File: config.mk
export PLATFORM = sky130hd
export DESIGN_NAME = piso_shift_tx
export DESIGN_NICKNAME = d
export VERILOG_FILES = /design/src/rtl/piso_tx_pkg.sv /design/src/rtl/piso_shift_tx.sv
export SDC_FILE = /design/constraint.sdc
export NUM_CORES = 1
export LEC_CHECK = 0
export ABC_AREA = 1
export BUFFER_PORTS_ARGS = -buffer_cell sky130_fd_sc_hd__buf_2
export CORE_AREA = 2 2 39 41
export CTS_BUF_LIST = sky130_fd_sc_hd__clkbuf_8
export DETAILED_ROUTE_END_ITERATION = 6
export DIE_AREA = 0 0 41 43
export GPL_TIMING_DRIVEN = 0
export PLACE_DENSITY_LB_ADDON = 0.25
export SKIP_CTS_REPAIR_TIMING = 1
export SYNTH_ARGS = -nofsm -noshare
export SYNTH_HDL_FRONTEND = slang
export SYNTH_SLANG_ARGS = --single-unit
export TNS_END_PERCENT = 20
File: constraint.sdc
create_clock -name clk -period 1.6 [get_ports clk]
set_clock_uncertainty 0.1 [all_clocks]
set_input_delay 0.4 -clock clk [delete_from_list [all_inputs] [get_ports clk]]
set_output_delay 0.4 -clock clk [all_outputs]
set_load 0.03 [all_outputs]
File: src/rtl/piso_tx_pkg.sv
// Shared definitions for the serial shift-register link (transmitter,
// receiver and their benches).
//   piso_state_e        : FSM state encodings ST_IDLE / ST_SHIFT / ST_PARITY
//   PISO_DEFAULT_WIDTH  : default data word width
package piso_tx_pkg;

  typedef enum logic [1:0] {
    ST_IDLE   = 2'd0,
    ST_SHIFT  = 2'd1,
    ST_PARITY = 2'd2
  } piso_state_e;

  localparam int unsigned PISO_DEFAULT_WIDTH = 4;

endpackage

File: src/rtl/piso_shift_tx.sv
// piso_shift_tx: parallel-in serial-out transmitter for the shift-register link.
// Takes one WIDTH-bit word over a valid/ready handshake and sends it one bit
// per clock, marking the frame with ser_valid / frame_start / done. Words can
// stream back to back with no idle cycle in between.
//
// Ports:
//   clk          in   clock, all state on posedge
//   reset_n      in   asynchronous active-low reset
//   load_valid   in   load_data valid this cycle
//   load_ready   out  word accepted this cycle if load_valid is high
//   load_data    in   WIDTH-bit parallel word
//   ser_out      out  serial data bit (registered)
//   ser_valid    out  ser_out carries a frame bit (registered)
//   frame_start  out  first bit of a frame (registered)
//   done         out  final bit of a frame (registered)
//
// Build option: define PISO_PARITY_EN to append an even-parity bit to every
// frame; done then marks the parity cycle instead of the last data bit.
module piso_shift_tx
  import piso_tx_pkg::*;
#(
  parameter int unsigned WIDTH     = PISO_DEFAULT_WIDTH,
  parameter bit          MSB_FIRST = 1'b1
) (
  input  logic             clk,
  input  logic             reset_n,
  input  logic             load_valid,
  output logic             load_ready,
  input  logic [WIDTH-1:0] load_data,
  output logic             ser_out,
  output logic             ser_valid,
  output logic             frame_start,
  output logic             done
);

  localparam int unsigned    CW       = $clog2(WIDTH) + 1;
  localparam logic [CW-1:0]  CNT_LAST = CW'(WIDTH);
  localparam logic [CW-1:0]  CNT_PEN  = CW'(WIDTH - 1);

  piso_state_e      state_q, state_d;
  logic [WIDTH-1:0] shreg_q, shreg_d;
  logic [CW-1:0]    cnt_q, cnt_d;
  logic             ser_out_q, ser_out_d;
  logic             ser_valid_q, ser_valid_d;
  logic             frame_start_q, frame_start_d;
  logic             done_q, done_d;
`ifdef PISO_PARITY_EN
  logic             parity_q, parity_d;
`endif

  logic last_data;
  logic last_cycle;
  logic accept;

  // State and counter describe the bit currently on ser_out; cnt_q is the
  // number of data bits of this frame already presented (1..WIDTH).
  assign last_data = (state_q == ST_SHIFT) && (cnt_q == CNT_LAST);

`ifdef PISO_PARITY_EN
  assign last_cycle = (state_q == ST_PARITY);
`else
  assign last_cycle = last_data;
`endif

  assign load_ready = reset_n & ((state_q == ST_IDLE) | last_cycle);
  assign accept     = load_valid & load_ready;

  always_comb begin
    state_d       = state_q;
    shreg_d       = shreg_q;
    cnt_d         = cnt_q;
    ser_out_d     = 1'b0;
    ser_valid_d   = 1'b0;
    frame_start_d = 1'b0;
    done_d        = 1'b0;
`ifdef PISO_PARITY_EN
    parity_d      = parity_q;
`endif

    if (accept) begin
      // First bit goes straight to the output register, so the shift
      // register only keeps the bits still to be sent.
      state_d       = ST_SHIFT;
      cnt_d         = CW'(1);
      ser_valid_d   = 1'b1;
      frame_start_d = 1'b1;
      if (MSB_FIRST) begin
        ser_out_d = load_data[WIDTH-1];
        shreg_d   = load_data << 1;
      end else begin
        ser_out_d = load_data[0];
        shreg_d   = load_data >> 1;
      end
`ifdef PISO_PARITY_EN
      parity_d = ^load_data;
`endif
    end else begin
      unique case (state_q)
        ST_SHIFT: begin
          if (!last_data) begin
            ser_valid_d = 1'b1;
            cnt_d       = cnt_q + CW'(1);
            if (MSB_FIRST) begin
              ser_out_d = shreg_q[WIDTH-1];
              shreg_d   = shreg_q << 1;
            end else begin
              ser_out_d = shreg_q[0];
              shreg_d   = shreg_q >> 1;
            end
`ifndef PISO_PARITY_EN
            done_d = (cnt_q == CNT_PEN);
`endif
          end else begin
`ifdef PISO_PARITY_EN
            state_d     = ST_PARITY;
            ser_out_d   = parity_q;
            ser_valid_d = 1'b1;
            done_d      = 1'b1;
`else
            state_d = ST_IDLE;
`endif
          end
        end
        ST_PARITY: state_d = ST_IDLE;
        default:   state_d = ST_IDLE;
      endcase
    end
  end

  always_ff @(posedge clk or negedge reset_n) begin
    if (!reset_n) begin
      state_q       <= ST_IDLE;
      shreg_q       <= '0;
      cnt_q         <= '0;
      ser_out_q     <= 1'b0;
      ser_valid_q   <= 1'b0;
      frame_start_q <= 1'b0;
      done_q        <= 1'b0;
`ifdef PISO_PARITY_EN
      parity_q      <= 1'b0;
`endif
    end else begin
      state_q       <= state_d;
      shreg_q       <= shreg_d;
      cnt_q         <= cnt_d;
      ser_out_q     <= ser_out_d;
      ser_valid_q   <= ser_valid_d;
      frame_start_q <= frame_start_d;
      done_q        <= done_d;
`ifdef PISO_PARITY_EN
      parity_q      <= parity_d;
`endif
    end
  end

  assign ser_out     = ser_out_q;
  assign ser_valid   = ser_valid_q;
  assign frame_start = frame_start_q;
  assign done        = done_q;

endmodule
==> results of run 1 <==
==> synth_stat cells <==
master    instances
nand4_2           1
nand2_4           1
nand3_1           6
nor2_1            2
clkinv_2          1
ha_1              3
inv_1             7
buf_6             1
nand4_1           1
nand2_2           1
o211ai_1          2
nand2_1          14
dfrtp_1          11
or2_2             1
nand3_4           1
==> through the flow <==
step,cell area (sq um),utilization (%),setup WS [ps],TNS [ps]
after floorplan,528,-,65.6,0
after global placement,603,43.6,-94.1,-94.1
after detailed placement,603,43.6,-89.5,-89.5
after CTS,648,46.8,-364,-364
after global routing,731,52.8,-327,-327
final,731,52.8,-264,-264
==> layout make-up <==
class | count | area share, %
plain buffers | 1 | 1.54
clock buffers | 3 | 5.65
clock inverters | 1 | 0.514
inverters | 8 | 4.79
multi-input cells | 33 | 31.2
flip-flops and latches | 11 | 37.7
well taps | 16 | 2.74
repair buffers | 18 | 15.9
==> worst register-to-register path, delay by kind of cell (launching register included) <==
kind	cells	cell delay, ps
adder cells (fa/ha/maj)	2	450
buffers and inverters	1	140
flip-flops	1	380
AND/OR/NAND/NOR	2	350
==> sequential cells by signal, summed over array words and instances (netlist names) <==
register,cells
ser_out,1
frame_start,1
shreg_q,3
done,1
ser_valid,1
state_q,1
cnt_q,3
==> power groups by stage <==
stage,Sequential [mW],Clock [mW],Combinational (mW)
after floorplan,0.520,0,0.357
after detailed placement,0.457,0,0.549
after global routing,0.469,0.306,0.847
after CTS,0.452,0.289,0.551
final,0.457,0.279,0.753
after global placement,0.454,0,0.544
==> final timing paths <==
check / cells past startpoint / to
max in group asynchronous: 2 / shreg_q[3]
min: 3 / ser_out
min in group asynchronous: 2 / cnt_q[2]
min reg2reg: 2 / ser_out
max: 7 / load_ready
max reg2reg: 5 / cnt_q[2]
==> cell families after synthesis <==
logic type                 after synthesis
AOI/OAI and AO/OA                        2
adders and majority gates                3
buffers and inverters                    9
DFF                                     11
and+or+nand+nor                         28
==> per-layer routing <==
layer	vias to the layer above	routed length, um
met4	0	25
met1	205	487
met5	-	0
met3	4	48
met2	13	490
li1	213	-
==> impl_metrics.json, run 1 <==
{
  "n_antenna_cell": 0,
  "worst_path_most_repeated_cell": "nand2_4",
  "power.leakage_nw": 0.397,
  "path_class": "reg2out",
  "gp_congestion": 0.677,
  "yosysSeqAreaShare_pct": 52.9,
  "grt_pass1_vias": 377,
  "power_mw": 1.49,
  "dpl.cell_count": 80,
  "synth_compound_area_share_pct": 2.88,
  "cts.clk_slew.worst_paths_ps": 50,
  "via_per_inst": 4.78,
  "path_delay_family": "flip-flops",
  "r2r_start": "cnt_q[0]",
  "hpwl_um": 606,
  "crit_fanout": 4,
  "pwr-share-comb_pct": 50.6,
  "crit_arrival_ps": 1360,
  "startpoint": "cnt_q[1]",
  "grt_pass1_wl_mm": 1.63,
  "synth_top_family_by_area": "simple AND/OR/NAND/NOR gates",
  "yosysTopAreaCell": "dfrtp_1",
  "ir_drop_mv": 0.785,
  "violations": "negative setup slack",
  "synth-xor-area-share_pct": 0,
  "fin_hold_ws_ps": 260,
  "synth_fa_ha_area_share_pct": 7.21,
  "cts_tree": "built",
  "grt_use_met3_pct": 7.85,
  "pwr-share-seq_pct": 30.7,
  "rows": 14,
  "htreeDepth": 1,
  "worst_pin_slew_ps": 507,
  "finalHoldViolations": 0,
  "nFillCells": 138,
  "syn_avg_cell_area_sq_um": 9.82,
  "cap_violations": 0,
  "fin_crit_sh_pct": 117,
  "power_density_nw_per_um2": 2040,
  "drt_wl_total_mm": 1.05,
  "synth_mux_area_share_pct": 0,
  "yosys-top-cells-area": "dfrtp_1 53%, nand2_1 10%, ha_1 7.2%, nand3_1 5.8%, inv_1 5.0%",
  "required_ps": 1100,
  "die_h_um": 43,
  "critPathLaunchType": "register",
  "cts_buffers": 3,
  "gr-total-overflow": 0,
  "syn2layout_area_growth_pct": 40.4,
  "dr.pass1.iters": 5,
  "cp_cell_sequence": "inv_2, ha_4, nand2_4, nand2_4, clkinvlp_4, nor2_4, buf_6",
  "syn_area_sq_um": 520,
  "period_minus_slack_ps": 1860,
  "register_area_sq_um": 275,
  "synth_simple_gate_area_share_pct": 28.8,
  "io_buffers": 11,
  "ys_warn_count": 0,
  "yosysTopAreaCellShare_pct": 52.9,
  "drv_slew": 0,
  "worstHoldPathType": "in2reg",
  "fin_nets": 86,
  "core_area_sq_um": 1380,
  "clk_latency_ps": 240,
  "p_switching_mw": 0.587,
  "postRouteAntennaNets": 0,
  "die-area_sq_um": 1760,
  "min_from": "load_data[3]",
  "relSlewSlack_pct": 66.1,
  "io_pins": 12,
  "cpMaxStageDelayCell": "dfrtp_1",
  "rsz0062_at_grt": "true",
  "max_stage_delay_ps": 400,
  "finalWorstSetupSlack_ps": -264,
  "grt.busiest_layer": "met1",
  "setup_violations": 1,
  "worstSetupEndpointType": "output port",
  "grt_use_met1_pct": 18.9,
  "pwr-share-clk_pct": 18.8,
  "clock_sinks": 11,
  "fmax_mhz": 536,
  "layout_commonest_cell": "nand2_1",
  "synth_fp_nets": 63,
  "final_cells": 91,
  "track_usage_pct": 15.2,
  "grt_max_degree": 16,
  "drt_iter0_drc": 4,
  "multiInputGateArea_sq_um": 228,
  "drc_errors": 0,
  "initial_core_util_pct": 37.6,
  "ys_ff_latch": 11,
  "fp.dieW_um": 41,
  "final_layout_size_suffix_gt1_share_pct": 42.7,
  "rrSetupSlack_ps": 110,
  "clk_path_buf_depth": 2,
  "cts-root-buf": "clkbuf_8",
  "sw_frac_of_total_pct": 39.4,
  "status": "finished, violations left",
  "synth_cell_types": 15,
  "dr_total_vias": 435,
  "synthCells": 53,
  "routedWlPerCell_um": 11.6,
  "internal_power_mw": 0.902,
  "final_cell_mix": "14 x nand2_1, 11 x dfrtp_1, 10 x buf_2",
  "grtUsageMet2_pct": 18.8,
  "cp_num_buf_inv": 3,
  "antenna_found_initial": 0
}
No activity file was read; power rests on OpenSTA's default activity.
==> run 2, diff against run 1 <==
- clock period: 1.6 -> 1.7 ns (I/O delays scaled with it)
==> run 2 against run 1 <==
  * The run ends with negative hold slack, negative setup slack left
  * Non-clock buffer count did not move
  * Worst setup slack gained 45 ps
  * Sequential power down 4.8%
  * Sequential share of layout area rose by 0.39 points
  * Utilization shrank 0.54 points
  * Combinational power shrank 4.0%
  * Highest routed layer unchanged
==> impl_metrics.json, run 2 (synthesis results as in run 1) <==
{
  "crit_arrival_ps": 1390,
  "fmax_mhz": 521,
  "n_antenna_cell": 0,
  "setup_violations": 1,
  "clk_latency_ps": 230,
  "fin_hold_ws_ps": -5.71,
  "grt_max_degree": 16,
  "initial_core_util_pct": 37.6,
  "via_per_inst": 4.69,
  "clk_path_buf_depth": 2,
  "gp_congestion": 0.728,
  "rrSetupSlack_ps": 180,
  "core_area_sq_um": 1380,
  "relSlewSlack_pct": 76.7,
  "dpl.cell_count": 80,
  "worstSetupEndpoint": "load_ready",
  "startpoint": "cnt_q[0]",
  "path_class": "reg2out",
  "critPathLaunchType": "register",
  "fin_nets": 86,
  "antenna_found_initial": 0,
  "dr.pass1.iters": 2,
  "ir_drop_mv": 0.954,
  "io_pins": 12,
  "hpwl_um": 673,
  "postRouteAntennaNets": 0,
  "htreeDepth": 1,
  "reg2reg_depth": 9,
  "layout_commonest_cell": "nand2_1",
  "r2r_start": "cnt_q[0]",
  "cap_violations": 0,
  "top_regs": "cnt_q x3, shreg_q x3",
  "rows": 14,
  "rr_endpoint": "shreg_q[2]",
  "grt_use_met1_pct": 16.3,
  "routedWlPerCell_um": 11.5,
  "place_area_sq_um": 598,
  "required_ps": 1170,
  "power_density_nw_per_um2": 1940,
  "worst_pin_slew_ps": 350,
  "cts-root-buf": "clkbuf_8",
  "status": "finished, violations left",
  "io_buffers": 11,
  "power.leakage_nw": 0.397,
  "die-area_sq_um": 1760,
  "power_mw": 1.40,
  "drt_wl_total_mm": 1.04,
  "fin_crit_sh_pct": 113,
  "final_cell_mix": "14 x nand2_1, 11 x dfrtp_1, 10 x buf_2",
  "grt.busiest_layer": "met2",
  "fp.dieW_um": 41,
  "grt_pass1_vias": 413,
  "drt_iter0_drc": 1,
  "syn2layout_area_growth_pct": 38.9,
  "grtUsageMet2_pct": 21.6,
  "cts.clk_slew.worst_paths_ps": 50,
  "die_h_um": 43,
  "final_cells": 91,
  "fin_area_sq_um": 723,
  "final_core_util_pct": 52.3,
  "drv_slew": 0,
  "cts_buffers": 3,
  "final_layout_size_suffix_gt1_share_pct": 44.0,
  "finalHoldViolations": 11,
  "worstSetupEndpointType": "output port",
  "crit_fanout": 5,
  "finalWorstSetupSlack_ps": -219,
  "drc_errors": 0,
  "gr-total-overflow": 0,
  "track_usage_pct": 14.4,
  "grt_pass1_wl_mm": 1.67,
  "period_minus_slack_ps": 1920,
  "dr_total_vias": 427,
  "violations": "negative hold slack, negative setup slack",
  "cts_tree": "built",
  "clock_sinks": 11,
  "worstHoldPathType": "in2async",
  "rsz0062_at_grt": "true",
  "grt_use_met3_pct": 7.85
}
==> run 2: changes by cell type in the layout (fill, tap and decap cells not counted) <==
cell and change:
nor2_2 +1, nor2_4 -1, dlygate4sd3_1 -1, buf_4 +1
==> run 2: worst max-delay path, stage by stage, from the launching register on <==
cell and delay [ps]:
dfrtp_1 400, inv_2 80, ha_4 130, nand2_4 50
nand2_4 90, clkinvlp_4 120, nor2_2 140, buf_6 140
==> run 2: per-stage QoR <==
step | setup slack [ps] | TNS, ps
final | -219 | -219
after CTS | -271 | -271
after global placement | -29.3 | -29.3
after floorplan | 66.4 | 0
after global routing | -309 | -309
after detailed placement | -28.6 | -28.6
==> run 2: report_power, final <==
group	switching, mW	internal (mW)
clock	0.0888	0.158
sequential	0.0653	0.369
combinational	0.386	0.337
==> run 2: worst min-delay path by stage <==
stage	from	to	slack [ps]	cells past startpoint
floorplan	reset_n	cnt_q[0]	30	0
global placement	reset_n	cnt_q[2]	250	1
detailed placement	reset_n	cnt_q[2]	250	1
CTS	reset_n	state_q[0]	0.2	1
global route	reset_n	state_q[0]	10	1
finish	reset_n	state_q[0]	-6	1
==> run 2: layout make-up <==
cell class | instances | area (sq um)
buffer | 1 | 11.3
clock buffer | 3 | 41.3
clock inverter | 1 | 3.75
fill | 142 | 661
inverter | 8 | 35.0
multi-input combinational | 33 | 223
sequential | 11 | 275
tap | 16 | 20.0
timing repair buffer | 18 | 114
==> run 2: layer usage <==
layer | part of all wire [%] | wire length, um
met1 | 40 | 416
met2 | 55 | 572
met3 | 4.3 | 45
met4 | 0.77 | 8
met5 | 0 | 0
